--- src/rtl/prog_loader_pkg.sv ---
// Shared types and sizing for the boot-time program loader.
//   ADDR_W : instruction-memory address width
//   DATA_W : byte / instruction width
//   DEPTH  : largest program accepted, in bytes
//   ld_state_t : loader FSM state encoding
package prog_loader_pkg;

  localparam int ADDR_W = 5;
  localparam int DATA_W = 8;
  localparam int DEPTH  = 32;

  typedef enum logic [2:0] {
    LD_IDLE,
    LD_LEN,
    LD_DATA,
    LD_CSUM,
    LD_DONE,
    LD_ERR
  } ld_state_t;

endpackage

--- src/rtl/prog_loader.sv ---
// Boot-time program loader. Receives a framed byte stream (LEN, LEN payload
// bytes, XOR checksum) and writes the payload into instruction memory starting
// at address 0. The CPU is held in reset until a frame has been loaded and its
// checksum verified.
// Ports:
//   clk      : clock, rising edge
//   rst      : synchronous reset, active-low
//   start    : one-cycle pulse that begins a load (from IDLE or ERR)
//   s_valid  : stream byte valid
//   s_data   : stream byte
//   s_ready  : loader accepts a byte this cycle
//   mem_we   : instruction-memory write enable
//   mem_addr : instruction-memory write address
//   mem_din  : instruction-memory write data
//   cpu_hold : 1 keeps the CPU in reset
//   done     : frame loaded and checksum matched (sticky until reset)
//   err      : bad length or checksum mismatch
//
// state   | meaning
// --------+-----------------------------------------------
// LD_IDLE | waiting for start after reset
// LD_LEN  | expecting the length byte
// LD_DATA | receiving payload bytes, writing memory
// LD_CSUM | expecting the checksum byte
// LD_DONE | program verified, CPU released
// LD_ERR  | frame rejected, waiting for a new start
module prog_loader
  import prog_loader_pkg::*;
(
  input  logic              clk,
  input  logic              rst,
  input  logic              start,
  input  logic              s_valid,
  input  logic [DATA_W-1:0] s_data,
  output logic              s_ready,
  output logic              mem_we,
  output logic [ADDR_W-1:0] mem_addr,
  output logic [DATA_W-1:0] mem_din,
  output logic              cpu_hold,
  output logic              done,
  output logic              err
);

  ld_state_t         state;
  ld_state_t         state_nxt;
  logic [ADDR_W:0]   cnt;
  logic [ADDR_W:0]   len;
  logic [DATA_W-1:0] csum;
  logic              acc;

  assign acc = s_valid && s_ready;

  always_comb begin
    state_nxt = state;
    case (state)
      LD_IDLE: if (start) state_nxt = LD_LEN;
      LD_LEN:
        if (acc) begin
          if (s_data == '0 || s_data > DATA_W'(DEPTH)) state_nxt = LD_ERR;
          else                                         state_nxt = LD_DATA;
        end
      // cnt still holds the index of the byte being accepted
      LD_DATA: if (acc && (cnt + (ADDR_W+1)'(1)) == len) state_nxt = LD_CSUM;
      LD_CSUM:
        if (acc) begin
          if (s_data == csum) state_nxt = LD_DONE;
          else                state_nxt = LD_ERR;
        end
      LD_DONE: state_nxt = LD_DONE;
      LD_ERR:  if (start) state_nxt = LD_LEN;
      default: state_nxt = LD_IDLE;
    endcase
  end

  always_ff @(posedge clk) begin
    if (!rst) begin
      state    <= LD_IDLE;
      cnt      <= '0;
      len      <= '0;
      csum     <= '0;
      s_ready  <= 1'b0;
      mem_we   <= 1'b0;
      mem_addr <= '0;
      mem_din  <= '0;
      cpu_hold <= 1'b1;
      done     <= 1'b0;
      err      <= 1'b0;
    end else begin
      state    <= state_nxt;
      s_ready  <= (state_nxt == LD_LEN) || (state_nxt == LD_DATA) || (state_nxt == LD_CSUM);
      cpu_hold <= (state_nxt != LD_DONE);
      done     <= (state_nxt == LD_DONE);
      err      <= (state_nxt == LD_ERR);
      mem_we   <= 1'b0;

      if ((state == LD_IDLE || state == LD_ERR) && start) begin
        cnt  <= '0;
        csum <= '0;
      end

      if (state == LD_LEN && acc && state_nxt == LD_DATA) begin
        len  <= s_data[ADDR_W:0];
        csum <= s_data;
      end

      if (state == LD_DATA && acc) begin
        mem_we   <= 1'b1;
        mem_addr <= cnt[ADDR_W-1:0];
        mem_din  <= s_data;
        csum     <= csum ^ s_data;
        cnt      <= cnt + (ADDR_W+1)'(1);
      end
    end
  end

endmodule

--- config.mk ---
export PLATFORM = sky130hd
export DESIGN_NAME = prog_loader
export DESIGN_NICKNAME = d
export VERILOG_FILES = /design/src/rtl/prog_loader_pkg.sv /design/src/rtl/prog_loader.sv
export SDC_FILE = /design/constraint.sdc
export NUM_CORES = 1
export LEC_CHECK = 0
export CORE_MARGIN = 2
export CORE_UTILIZATION = 40
export DETAILED_ROUTE_END_ITERATION = 12
export GPL_ROUTABILITY_DRIVEN = 0
export PLACE_DENSITY = 0.62
export REMOVE_ABC_BUFFERS = 1
export SLEW_MARGIN = 25
export SYNTH_ARGS = -nofsm -noshare
export SYNTH_HDL_FRONTEND = slang
export SYNTH_SLANG_ARGS = --single-unit
--- constraint.sdc ---
create_clock -name clk -period 2.9 [get_ports clk]
set_input_delay 0.58 -clock clk [delete_from_list [all_inputs] [get_ports clk]]
set_output_delay 0.58 -clock clk [all_outputs]
set_load 0.02 [all_outputs]
==> results of run 1 <==
-- metrics by stage --
stage | util [%] | setup TNS, ps | total power (W)
after floorplan | - | 0 | 0.0006280
after global placement | 48.74 | 0 | 0.0006902
after detailed placement | 48.74 | -37.19 | 0.0006898
after CTS | 50.44 | 0 | 0.001072
after global routing | 50.44 | 0 | 0.001106
final | 50.44 | 0 | 0.001056
-- Yosys cell counts (2+ instances only) --
cell,number
and3_1,2
mux2i_1,6
o211ai_1,6
o21a_1,4
o21ai_0,7
nand3b_1,4
nor3_1,2
clkbuf_1,13
a21boi_0,19
a31oi_1,2
o221ai_1,6
or3_1,4
xor2_1,9
nand2b_1,3
a21oi_1,6
and2_1,4
nor2_1,8
nand2_1,42
a211oi_1,2
nor2b_1,18
dfxtp_1,41
nor4_1,3
or2_2,3
nand3_1,6
xnor2_1,4
-- logic make-up (layout without fill, tap and decap cells) --
family                     Yosys count  in the layout  synth area share (%)
AOI/OAI and AO/OA                   58             58                 20.20
xor gates and xnor gates            13             13                 5.439
adders and majority gates            1              1                0.5976
buffers and inverters               18             49                 4.363
DFF                                 41             41                 39.21
muxes                                6              6                 2.869
and+or+nand+nor                    108            108                 27.32
-- routing by layer --
metal	routed length, µm	vias to the layer above
li1	-	923
met2	2056	29
met3	151	4
met5	0	-
met4	48	0
met1	2289	843
-- state kept, by name, summed over array words and instances, names as in the netlist --
signal	count
cnt	6
cpu_hold	1
csum	8
done	1
err	1
len	6
mem_addr	5
mem_din	8
mem_we	1
s_ready	1
state	3
-- final timing paths --
kind	to	slack [ps]	depth (start not counted)
setup / recovery	csum[4]	300	7
hold / removal	mem_addr[4]	460	2
setup reg to reg	csum[4]	770	6
hold reg to reg	mem_addr[4]	460	2
-- power by group --
| part | internal, W | total [W] | switching (W) |
|---|---|---|---|
| Sequential | 0.000567 | 0.000574 | 0.00000672 |
| Clock | 0.000189 | 0.000379 | 0.000190 |
| Combinational | 0.0000498 | 0.000102 | 0.0000525 |
| Total | 0.000806 | 0.00106 | 0.000250 |
-- area by class of cell --
type,count,area (µm²)
timing repair buffer,41,380.4
sequential,41,820.8
tap,70,87.58
fill,532,2515
multi-input combinational,186,1181
inverter,1,3.754
clock buffer,7,86.33
-- worst max-delay path: cells and delay by family --
kind / cells / cell delay, ps
compound gates: 2 / 320
buf+inv: 2 / 650
simple gates: 3 / 1190
==> results.toml, run 1 <==
[cts]
cts_made_buffers = 5
postCtsSetupBuffers = 0
post_cts.resized_instances = 0
root_buffer = "clkbuf_8"
worst_setup_hold_path_clk_slew_ps = 80
tritoncts_num_sinks = 41
clk_path_buf_depth = 2
tritoncts = "done"
clock_latency_ps = 290
cts_hold_buf = 0
htree_num_levels = 2

[power]
powerDensity_mw_per_mm2 = 412.4
ir_worst_vdd_v = 0.0001949
static-leakage-power_nw = 0.9294

[hold_path]
timing.hold.worst.class = "reg -> reg"
worst_min_delay_path_startpoint = "mem_addr[4]"

[sta]
finalHoldWorstSlack_ps = 463.2
period_minus_slack_ps = 2602
worst_clock_skew_ps = 5.820
post_route_fraction_of_the_period_consumed_by_the_critical_path_pct = 89.71
timing.final.hold_violations = 0
fin_ws_ps = 298.4
finalSetupViolations = 0
rsz0062_at_grt = "no"
achievable-frequency_mhz = 384.4
slew_violations = 0
relSlewSlack_pct = 59.16
worst_pin_slew_ps = 606.2

[logic_synthesis]
syn_area_mm2 = 0.002093
yosys_register_bits = 41
syn-instance-count = 245
yosysTopAreaCellShare_pct = 39.21
synth_warnings = 0
postSynthAreaPerCell_um2 = 8.544
ys_dominant_reg_cell = "dfxtp_1"
share_of_async_settable_or_async_resettable_flops_after_synthesis_pct = 0
synth_area_leaders = "dfxtp_1 39%, nand2_1 7.5%, a21boi_0 6.8%"
synth_top_cell_by_area = "dfxtp_1"
yosysUniqueCellTypes = 46
count_of_flip_flops_with_a_built_in_enable_after_synthesis = 0
synth-seq-area-share_pct = 39.21

[layout]
finalNonFillerCells = 346
layout.cells.most_common_list = "42 x nand2_1, 41 x dfxtp_1, 29 x clkdlybuf4s50_1"
drive_above_1_share_pct = 8.696
most_common_library_cell_in_the_layout_ignoring_fill_and_taps = "nand2_1"
diodes = 0
post-route-cell-area_mm2 = 0.002560
net_count_final = 289
area.growth.synth_to_final_pct = 22.30

[critical_path]
worstReg2RegStart = "state[0]"
worst_setup_path_end_kind = "flop"
critical_path_arrival_ps = 2760
critPathLaunchType = "primary input"
cp_data_required_time_ps = 3060
crit_path_start = "s_data[3]"
crit_slowest_cell = "or4_4"
cp_slowest_stage_delay_ps = 540
setup.worst_path.class = "in -> reg"
path_max_fanout = 10
timing.critical_path.cells = "clkdlybuf4s50_1 > or4_4 > o21a_1 > or4b_1 > buf_4 > nand2_4 > o221ai_1"

[drt]
wl_um = 4546
drt-vias-per-instance = 5.199
detailedRoute.firstPassIterationCount = 4
post_drt_wl_per_cell_um = 13.14
drt_iter0_drc = 75
dr_total_vias = 1799
antenna_left = 0
remaining_drc_errors = 0

[grt]
gr-usage-met2_pct = 26.37
top_usage_layer = "met2"
total_overflow_reported_by_the_global_router = 0
global_route.usage.total_pct = 16.32
grtUsageMet1_pct = 21.61
pin_count_of_the_biggest_net_entering_global_routing = 42
grt_first_pass_wirelength_um = 7824
global_route.usage.met3_pct = 3.555
grt_antenna_before_repair = 0
first_global_vias = 1664

[die]
floorplan.die.width_um = 76.34
design.portCount = 30
die_area_mm2 = 0.005828
std_cell_rows = 26
core_area_mm2 = 0.005075
initial_utilization_pct = 41.25
die_y_um = 76.34

[placed_design]
post-dp-hpwl_um = 3103
place_worst_setup_slack_ps = -11.53
dp.cells = 339
detailed_place.area_mm2 = 0.002474
port_buffers = 29

[run_status]
run_status = "finished, final reports clean"

[flow_run]
drv_cap = 0
No activity file was read; power rests on OpenSTA's default activity.
==> run 2, diff against run 1 <==
--- a/config.mk
+++ b/config.mk
@@ -11,6 +11,7 @@
 export GPL_ROUTABILITY_DRIVEN = 0
 export PLACE_DENSITY = 0.62
 export REMOVE_ABC_BUFFERS = 1
+export SKIP_CTS_REPAIR_TIMING = 1
 export SLEW_MARGIN = 25
 export SYNTH_ARGS = -nofsm -noshare
 export SYNTH_HDL_FRONTEND = slang
==> results of run 2 <==
The final DEF is identical to that of run 1; final timing and power are the same.
==> run 3, diff against run 2 <==
--- a/config.mk
+++ b/config.mk
@@ -5,11 +5,12 @@
 export SDC_FILE = /design/constraint.sdc
 export NUM_CORES = 1
 export LEC_CHECK = 0
+export ABC_CLOCK_PERIOD_IN_PS = 2900
 export CORE_MARGIN = 2
 export CORE_UTILIZATION = 40
 export DETAILED_ROUTE_END_ITERATION = 12
 export GPL_ROUTABILITY_DRIVEN = 0
-export PLACE_DENSITY = 0.62
+export PLACE_DENSITY_LB_ADDON = 0.08
 export REMOVE_ABC_BUFFERS = 1
 export SKIP_CTS_REPAIR_TIMING = 1
 export SLEW_MARGIN = 25
==> results.toml, run 3 (synthesized netlist as in run 1, its figures left out) <==
[sta]
rsz0062_at_grt = "no"
finalSetupViolations = 0
period_minus_slack_ps = 2571
post_route_fraction_of_the_period_consumed_by_the_critical_path_pct = 88.65
achievable-frequency_mhz = 389.0
timing.setup.tns_ps = 0
timing.final.hold_violations = 0
slew_violations = 0
worst_pin_slew_ps = 654.5
fin_ws_ps = 329.2
worst_clock_skew_ps = 6.666
relSlewSlack_pct = 56.23

[layout]
drive_above_1_share_pct = 7.971
reg_top3 = "csum (8), mem_din (8)"
net_count_final = 288
area.growth.synth_to_final_pct = 22.24
layout.cells.most_common_list = "42 x nand2_1, 41 x dfxtp_1, 29 x clkdlybuf4s50_1"
diodes = 0
most_common_library_cell_in_the_layout_ignoring_fill_and_taps = "nand2_1"

[critical_path]
path_max_fanout = 9
worst_setup_path_end_kind = "flop"
critical_path_arrival_ps = 2730
setup.worst_path.class = "in -> reg"
critPathLaunchType = "primary input"
cp_data_required_time_ps = 3060

[die]
die_area_mm2 = 0.005828
die_y_um = 76.34
floorplan.die.width_um = 76.34
core_area_mm2 = 0.005075
design.portCount = 30
initial_utilization_pct = 41.25
std_cell_rows = 26

[cts]
htree_num_levels = 2
tritoncts_num_sinks = 41
root_buffer = "clkbuf_8"
clk_path_buf_depth = 2
worst_setup_hold_path_clk_slew_ps = 70
clock_latency_ps = 290
cts_made_buffers = 5
tritoncts = "done"

[power]
p_total_w = 0.001037
static-leakage-power_nw = 0.9244
powerDensity_mw_per_mm2 = 405.4
ir_worst_vdd_v = 0.0001795

[grt]
grt_first_pass_wirelength_um = 7714
total_overflow_reported_by_the_global_router = 0
pin_count_of_the_biggest_net_entering_global_routing = 39
grt_antenna_before_repair = 0
first_global_vias = 1521
global_route.usage.total_pct = 16.51

[flow_run]
drv_cap = 0

[drt]
drt_iter0_drc = 78
post_drt_wl_per_cell_um = 13.53
remaining_drc_errors = 0
detailedRoute.firstPassIterationCount = 4
dr_total_vias = 1781
drt-vias-per-instance = 5.147
wl_um = 4680
antenna_left = 0

[placed_design]
port_buffers = 29
post-dp-hpwl_um = 3139
place_worst_setup_slack_ps = 13.48

[run_status]
run_status = "finished, final reports clean"

[hold_path]
timing.hold.worst.class = "reg -> reg"
## run 3: changes by cell type in the layout (fill, tap and decap cells not counted)
cell	before	now
buf_12	0	1
buf_4	12	10
clkbuf_1	1	3
clkbuf_8	6	5
## run 3: layer usage
metal | part of all wire [%] | up-vias | track usage (%)
met1 | 49 | 825 | 22.58
met2 | 46 | 38 | 25.66
met4 | 1.3 | 0 | 6.545
met3 | 4.0 | 4 | 3.199
met5 | 0 | - | 0
li1 | - | 914 | -
## run 3: report_power, final
part / internal [W] / switching (W) / total, W
clock: 0.000171 / 0.000187 / 0.000359
sequential: 0.000567 / 0.00000661 / 0.000574
combinational: 0.0000507 / 0.0000540 / 0.000105
total: 0.000789 / 0.000248 / 0.00104
## run 3: critical path, cell delays in order
cell and delay (ps):
clkdlybuf4s50_1 440, or4_4 550, o21a_1 190, or4b_1 530, buf_4 200, nand2_4 110, o221ai_1 130
## run 3: final timing paths
path | to | slack [ps] | depth (start not counted) | start
setup / recovery | csum[1] | 330 | 7 | s_data[3]
hold / removal | mem_addr[2] | 460 | 2 | mem_addr[2]
setup reg to reg | csum[1] | 820 | 6 | state[0]
hold reg to reg | mem_addr[2] | 460 | 2 | mem_addr[2]
## run 3: metrics by stage
stage | utilization [%] | area [µm²] | hold WS (ps) | cells
4_1_cts | 50.42 | 2559 | 465.2 | 346
2_1_floorplan | - | 2006 | 447.6 | 228
5_1_grt | 50.42 | 2559 | 485.4 | 346
6_report | 50.42 | 2559 | 459.5 | 346
3_5_place_dp | 48.84 | 2479 | 454.4 | 338
3_3_place_gp | 48.84 | 2479 | 449.6 | 338
## run 3: final cells by class
type / count / area [µm²]
timing repair buffer: 40 / 385.4
clock buffer: 8 / 80.08
fill: 502 / 2516
tap: 70 / 87.58
multi-input combinational: 186 / 1181
sequential: 41 / 820.8
inverter: 1 / 3.754
